### config.mk
export PLATFORM = sky130hd
export DESIGN_NAME = seg7_scan
export DESIGN_NICKNAME = d
export VERILOG_FILES = /design/src/rtl/seg7_pkg.sv /design/src/rtl/tick_sync.sv /design/src/rtl/seg7_scan.sv
export SDC_FILE = /design/constraint.sdc
export NUM_CORES = 1
export LEC_CHECK = 0
export CELL_PAD_IN_SITES_DETAIL_PLACEMENT = 0
export CELL_PAD_IN_SITES_GLOBAL_PLACEMENT = 1
export CORE_UTILIZATION = 43
export CTS_BUF_LIST = sky130_fd_sc_hd__clkbuf_4 sky130_fd_sc_hd__clkbuf_8
export DETAILED_ROUTE_END_ITERATION = 7
export MAX_ROUTING_LAYER = met4
export PLACE_DENSITY_LB_ADDON = 0.05
export SYNTH_ARGS = -nofsm -noshare
export SYNTH_HDL_FRONTEND = slang
export SYNTH_SLANG_ARGS = --single-unit
### constraint.sdc
create_clock -name clk -period 3.71 [get_ports clk]
set_input_delay 0.5565 -clock clk [delete_from_list [all_inputs] [get_ports clk]]
set_output_delay 0.5565 -clock clk [all_outputs]
set_load 0.03 [all_outputs]
### src/rtl/seg7_pkg.sv
// Shared types and constants for the multiplexed seven-segment scanner.
// Segment vectors are ordered {g,f,e,d,c,b,a} and are active-low.
package seg7_pkg;

  // Scan controller states: dark, anode dead time, digit lit.
  typedef enum logic [1:0] {
    IDLE  = 2'd0,
    BLANK = 2'd1,
    SHOW  = 2'd2
  } scan_state_e;

  // All cathodes off.
  localparam logic [6:0] SEG_BLANK = 7'h7F;

  // Width of the dead-time counter; BLANK_CYCLES is limited to 1..255.
  localparam int BLANK_CNT_W = 8;

  // Hex nibble to active-low segment pattern (lower-case b and d glyphs).
  function automatic logic [6:0] hex_to_seg(input logic [3:0] nib);
    logic [6:0] pattern;
    case (nib)
      4'h0:    pattern = 7'h40;
      4'h1:    pattern = 7'h79;
      4'h2:    pattern = 7'h24;
      4'h3:    pattern = 7'h30;
      4'h4:    pattern = 7'h19;
      4'h5:    pattern = 7'h12;
      4'h6:    pattern = 7'h02;
      4'h7:    pattern = 7'h78;
      4'h8:    pattern = 7'h00;
      4'h9:    pattern = 7'h10;
      4'hA:    pattern = 7'h08;
      4'hB:    pattern = 7'h03;
      4'hC:    pattern = 7'h46;
      4'hD:    pattern = 7'h21;
      4'hE:    pattern = 7'h06;
      4'hF:    pattern = 7'h0E;
      default: pattern = SEG_BLANK;
    endcase
    return pattern;
  endfunction

endpackage

### src/rtl/tick_sync.sv
// Brings the slow anode-rate toggle into the clk domain and flags its
// rising edges. Two flops resolve metastability, a third holds the previous
// synchronised level, so 'rise' is high for one cycle per input rise.
module tick_sync (
  input  logic clk,
  input  logic rst,
  input  logic din,
  output logic rise
);

  logic sync1_q;
  logic sync2_q;
  logic prev_q;

  // Synchroniser chain followed by the edge-detect history flop.
  always_ff @(posedge clk or posedge rst) begin
    if (rst) begin
      sync1_q <= 1'b0;
      sync2_q <= 1'b0;
      prev_q  <= 1'b0;
    end else begin
      sync1_q <= din;
      sync2_q <= sync1_q;
      prev_q  <= sync2_q;
    end
  end

  assign rise = sync2_q & ~prev_q;

endmodule

### src/rtl/seg7_scan.sv
// Time-multiplexed seven-segment display driver.
// Each digit is preceded by an anode-off dead time, then held lit until the
// next scan tick. The digit and decimal-point inputs are sampled once per
// frame (on entry to digit 0) so a frame never shows a mix of old and new
// values. All display outputs come straight from flops.
module seg7_scan
  import seg7_pkg::*;
#(
  parameter int NUM_DIGITS   = 8,
  parameter int BLANK_CYCLES = 4
) (
  input  logic                          clk,
  input  logic                          rst,
  input  logic                          iclk,
  input  logic                          en,
  input  logic [4*NUM_DIGITS-1:0]       digits,
  input  logic [NUM_DIGITS-1:0]         dp,
  input  logic                          lz_suppress,
  output logic [NUM_DIGITS-1:0]         an,
  output logic [6:0]                    seg,
  output logic                          dp_n,
  output logic [$clog2(NUM_DIGITS)-1:0] digit_idx
);

  localparam int IW = $clog2(NUM_DIGITS);
  localparam logic [IW-1:0]          LAST_IDX   = IW'(NUM_DIGITS - 1);
  localparam logic [BLANK_CNT_W-1:0] BLANK_LAST = BLANK_CNT_W'(BLANK_CYCLES - 1);

  scan_state_e state_q, state_d;

  logic [IW-1:0]           idx_q, idx_d;
  logic [IW-1:0]           idx_next_s;
  logic [BLANK_CNT_W-1:0]  cnt_q, cnt_d;

  logic [4*NUM_DIGITS-1:0] snap_digits_q, snap_digits_d;
  logic [NUM_DIGITS-1:0]   snap_dp_q, snap_dp_d;
  logic                    capture_s;

  logic [NUM_DIGITS-1:0]   lz_blank_s;
  logic                    lead_run_s;
  logic [3:0]              show_nib_s;

  logic [NUM_DIGITS-1:0]   an_q, an_d;
  logic [6:0]              seg_q, seg_d;
  logic                    dp_n_q, dp_n_d;

  logic                    tick_s;

  tick_sync u_tick_sync (
    .clk  (clk),
    .rst  (rst),
    .din  (iclk),
    .rise (tick_s)
  );

  // Next digit position, wrapping after the last digit.
  always_comb begin
    if (idx_q == LAST_IDX) begin
      idx_next_s = {IW{1'b0}};
    end else begin
      idx_next_s = idx_q + IW'(1);
    end
  end

  // A new frame starts whenever BLANK is entered for digit 0; that is the
  // only moment the inputs are sampled into the snapshot.
  always_comb begin
    capture_s = 1'b0;
    if (en && (state_q == IDLE)) begin
      capture_s = 1'b1;
    end else if (en && (state_q == SHOW) && tick_s && (idx_next_s == {IW{1'b0}})) begin
      capture_s = 1'b1;
    end else begin
      capture_s = 1'b0;
    end
  end

  // Scan state machine: dark / dead time / digit lit. Disable wins over a tick.
  always_comb begin
    state_d = state_q;
    idx_d   = idx_q;
    cnt_d   = cnt_q;
    if (!en) begin
      state_d = IDLE;
      idx_d   = {IW{1'b0}};
      cnt_d   = {BLANK_CNT_W{1'b0}};
    end else begin
      case (state_q)
        IDLE: begin
          state_d = BLANK;
          idx_d   = {IW{1'b0}};
          cnt_d   = {BLANK_CNT_W{1'b0}};
        end
        BLANK: begin
          // Ticks are dropped here: the digit only advances from SHOW.
          if (cnt_q == BLANK_LAST) begin
            state_d = SHOW;
            cnt_d   = {BLANK_CNT_W{1'b0}};
          end else begin
            state_d = BLANK;
            cnt_d   = cnt_q + BLANK_CNT_W'(1);
          end
        end
        SHOW: begin
          if (tick_s) begin
            state_d = BLANK;
            idx_d   = idx_next_s;
            cnt_d   = {BLANK_CNT_W{1'b0}};
          end else begin
            state_d = SHOW;
            idx_d   = idx_q;
            cnt_d   = cnt_q;
          end
        end
        default: begin
          state_d = IDLE;
          idx_d   = {IW{1'b0}};
          cnt_d   = {BLANK_CNT_W{1'b0}};
        end
      endcase
    end
  end

  // Snapshot next value: load the live inputs at frame start, else hold.
  always_comb begin
    if (capture_s) begin
      snap_digits_d = digits;
      snap_dp_d     = dp;
    end else begin
      snap_digits_d = snap_digits_q;
      snap_dp_d     = snap_dp_q;
    end
  end

  // Leading-zero mask: digit i is blankable when it and every digit above it
  // hold a zero nibble with no decimal point. Digit 0 is always shown.
  always_comb begin
    lz_blank_s = {NUM_DIGITS{1'b0}};
    lead_run_s = 1'b1;
    for (int i = NUM_DIGITS - 1; i >= 1; i--) begin
      lead_run_s    = lead_run_s & (snap_digits_q[4*i +: 4] == 4'h0) & ~snap_dp_q[i];
      lz_blank_s[i] = lead_run_s;
    end
  end

  // Output decode from the next state so the registered outputs line up with
  // the state they describe. The snapshot is stable whenever SHOW is entered
  // because BLANK always lasts at least one cycle.
  always_comb begin
    an_d       = {NUM_DIGITS{1'b1}};
    seg_d      = SEG_BLANK;
    dp_n_d     = 1'b1;
    show_nib_s = snap_digits_q[{idx_d, 2'b00} +: 4];
    if (state_d == SHOW) begin
      an_d[idx_d] = 1'b0;
      if (lz_suppress && lz_blank_s[idx_d]) begin
        seg_d  = SEG_BLANK;
        dp_n_d = 1'b1;
      end else begin
        seg_d  = hex_to_seg(show_nib_s);
        dp_n_d = ~snap_dp_q[idx_d];
      end
    end else begin
      an_d   = {NUM_DIGITS{1'b1}};
      seg_d  = SEG_BLANK;
      dp_n_d = 1'b1;
    end
  end

  // Controller state, dead-time counter and frame snapshot.
  always_ff @(posedge clk or posedge rst) begin
    if (rst) begin
      state_q       <= IDLE;
      idx_q         <= {IW{1'b0}};
      cnt_q         <= {BLANK_CNT_W{1'b0}};
      snap_digits_q <= {(4*NUM_DIGITS){1'b0}};
      snap_dp_q     <= {NUM_DIGITS{1'b0}};
    end else begin
      state_q       <= state_d;
      idx_q         <= idx_d;
      cnt_q         <= cnt_d;
      snap_digits_q <= snap_digits_d;
      snap_dp_q     <= snap_dp_d;
    end
  end

  // Display output flops; reset darkens the display without waiting for clk.
  always_ff @(posedge clk or posedge rst) begin
    if (rst) begin
      an_q   <= {NUM_DIGITS{1'b1}};
      seg_q  <= SEG_BLANK;
      dp_n_q <= 1'b1;
    end else begin
      an_q   <= an_d;
      seg_q  <= seg_d;
      dp_n_q <= dp_n_d;
    end
  end

  assign an        = an_q;
  assign seg       = seg_q;
  assign dp_n      = dp_n_q;
  assign digit_idx = idx_q;

endmodule

==> run_results.csv <==
group,metric,value,unit
routing,wl_per_cell,16.2,microns
timing,finalCritPeriodShare,0.894,
synth,yosysUniqueCellTypes,57,
synth,synthTopCellsByArea,"dfrtp_1, mux2_2, dfstp_2",
final_layout,antenna_cells,0,
critical_path,critPathKind,"reg2reg",
routing,drtIter0Drc,114,
timing,drv_slew,0,
routing,wl_met3,252,microns
clocking,postCtsSetupRepairBufs,0,
floorplan,die_y,94.2,microns
hold_path,min_to,"u_tick_sync.sync2_q$_DFF_PP0_",
clocking,clk_path_buf_depth,2,
floorplan,io_pins,64,
critical_path,rrSetupSlack,0.39,ns
power,p_int,1360,uW
timing,fmax,302,MHz
routing,via_per_inst,5.34,
floorplan,coreArea,0.00822,sq mm
routing,met2_length,3.81,mm
synth,synth_flop_cell,"dfrtp_1",
timing,rsz0062_at_grt,"no",
synth,synth_largest_area_cell,"dfrtp_1",
timing,worst_slew_pin_slew,0.776,ns
power,power_frac_comb,0.169,
floorplan,rows,33,
final_layout,mostFrequentLayoutCells,"clkdlybuf4s50_1, dfrtp_1, mux2_2",
final_layout,finalNonFillerCells,499,
clocking,cts_htree_levels,3,
critical_path,end_kind,"register",
synth,netlist_area,0.00366,sq mm
clocking,clkLatencyLatePin,0.35,ns
grt,grt_usage,0.201,
placed_design,hpwlAfterDp,6.01,mm
timing,relSlewSlack,0.482,
synth,yosysSeqAreaShare,0.498,
job,cap_violations,0,
placed_design,io_buffers,63,
routing,drt-met1-wl,3.87,mm
timing,finalSetupViolCount,0,
clocking,ctsResizeCount,0,
floorplan,initial_core_util,0.445,
hold_path,hold_path_depth,0,
grt,grt_max_degree,41,
timing,finalSetupTns,0,ns
power,swShare,0.261,
final_layout,layout_commonest_cell,"clkdlybuf4s50_1",
clocking,cts_num_sinks,72,
clocking,cts-hold-fix-buffers,0,
grt,gr-total-overflow,0,
power,seqPwrFrac,0.504,
critical_path,required,3.95,ns
synth,netlist.area_leader.share,0.383,
grt,grt_pass1_vias,2558,
timing,holdWs,0.359,ns
timing,period_needed,3.32,ns
placed_design,dp_cells,483,
critical_path,worstSetupStartpointType,"register",
outcome,status,"finished, final reports clean",
clocking,cts_tree,"built",
routing,routed_wl,8.06,mm
routing,drt-pass1-iter-count,4,
critical_path,worstReg2RegStart,"digit_idx[0]$_DFF_PP0_",
critical_path,r2r_end,"seg[3]$_DFF_PP1_",
synth,synth_warnings,0,
hold_path,min_from,"u_tick_sync.sync1_q$_DFF_PP0_",
synth,syn_inst,321,
timing,finalHoldViolations,0,
final_layout,nets,446,
synth,synth_edf_count,0,
final_layout,final_core_util,0.560,
grt,antenna_found_initial,0,
routing,drc,0,
routing,via_count,2667,
hold_path,hp-class,"reg2reg",
grt,grt_pass1_wl,13.0,mm
power,powerDensity,401,mW/mm^2
synth,synth-seq-cells,72,
synth,async_reset_ff_frac,1.00,
critical_path,crit_fanout,12,
routing,top_layer,"met4",
critical_path,cp.arrival,3.55,ns
synth,synth_area_per_cell,11.4,sq um
power,p_sw,482,uW
synth,synth_nets,378,
power,pwr-share-clk,0.327,
clocking,root_buffer,"clkbuf_8",
critical_path,ff2ff_path_depth,14,
routing,ant_nets,0,
final_layout,layout-area-overhead-vs-synth,25.9,%
floorplan,die_area,0.00888,sq mm
power,p_leak,0.00194,uW
placed_design,gp_congestion,0.866,
timing,finClkSkew,0.00951,ns
clocking,numCtsBuffers,9,
power,vdd_drop_max,214,uV
floorplan,die_x,94.2,microns
clocking,clk_pin_slew,0.07,ns
final_layout,drive_above_1_share,0.244,
layout make-up:
type / count / area (sq um)
timing repair buffer: 68 / 681
multi-input combinational: 228 / 1740
tap: 105 / 131
inverter: 10 / 40.0
fill: 725 / 3610
sequential: 72 / 1820
clock buffer: 16 / 195
kinds of logic after synthesis:
kind of cell | count (synthesis) | share of synthesized area
AO/OA/AOI/OAI | 55 | 0.118
XOR/XNOR | 5 | 0.0120
adder cells (fa/ha/maj) | 12 | 0.0411
buffers and inverters | 21 | 0.0304
flip-flops | 72 | 0.498
multiplexers | 52 | 0.157
AND/OR/NAND/NOR | 104 | 0.143
worst max-delay path, stage by stage (launching register included):
cell and delay, ns:
dfrtp_1 0.47, ha_1 0.24, ha_1 0.20, and4bb_4 0.33, nor2_2 0.06, a21oi_4 0.28
nand2_4 0.14, inv_4 0.17, mux2_4 0.32, a21oi_2 0.18, o221ai_4 0.15, ha_1 0.25
and2b_1 0.17, a211oi_1 0.16, o21ai_1 0.10
registers in the layout, indices dropped and copies added (netlist names):
signal,count
an,8
cnt_q,8
digit_idx,3
dp_n,1
seg,7
snap_digits_q,32
snap_dp_q,8
state_q,2
u_tick_sync.prev_q,1
u_tick_sync.sync1_q,1
u_tick_sync.sync2_q,1
cell usage after synthesis (all sizes together) (3+ instances only):
cell and count:
a211oi 4, a21oi 16, and2 3, and3 3, buf 7, clkbuf 4, dfrtp 56, dfstp 16
ha 12, inv 10, mux2 41, mux2i 11, nand2 29, nand2b 5, nand3 17, nor2 29
nor3 6, o21ai 7, o221ai 5, o22ai 3, or4 4, xor2 4
how the worst max path moves through the flow:
stage | from | to | slack, ns | depth (start not counted)
after floorplan | digit_idx[0]$_DFF_PP0_ | seg[3]$_DFF_PP1_ | 0.48 | 15
after global routing | digit_idx[0]$_DFF_PP0_ | seg[3]$_DFF_PP1_ | 0.21 | 14
final | digit_idx[0]$_DFF_PP0_ | seg[3]$_DFF_PP1_ | 0.39 | 14
after CTS | digit_idx[0]$_DFF_PP0_ | seg[3]$_DFF_PP1_ | 0.40 | 14
after global placement | digit_idx[0]$_DFF_PP0_ | seg[3]$_DFF_PP1_ | 0.51 | 14
after detailed placement | digit_idx[0]$_DFF_PP0_ | seg[3]$_DFF_PP1_ | 0.41 | 14
routing by layer:
metal  GRT usage  up-vias
met2       0.309       64
met5           -        -
met3      0.0299       10
met4      0.0987        0
met1       0.260     1305
li1            -     1288
through the flow:
| step | instance area (sq um) | power, uW | setup WS (ns) |
|---|---|---|---|
| detailed placement | 4410 | 1260 | 0.412 |
| CTS | 4600 | 1870 | 0.396 |
| global placement | 4410 | 1250 | 0.506 |
| finish | 4600 | 1850 | 0.394 |
| global route | 4600 | 1940 | 0.214 |
| floorplan | 3660 | 1140 | 0.478 |
power by group through the flow:
stage	Combinational, uW	Clock (uW)	Sequential, uW
2_1_floorplan	225	0	913
3_3_place_gp	313	0	941
3_5_place_dp	315	0	944
4_1_cts	316	626	929
5_1_grt	343	657	939
6_report	312	604	929
Note: power is estimated with default switching activity, not from simulation.
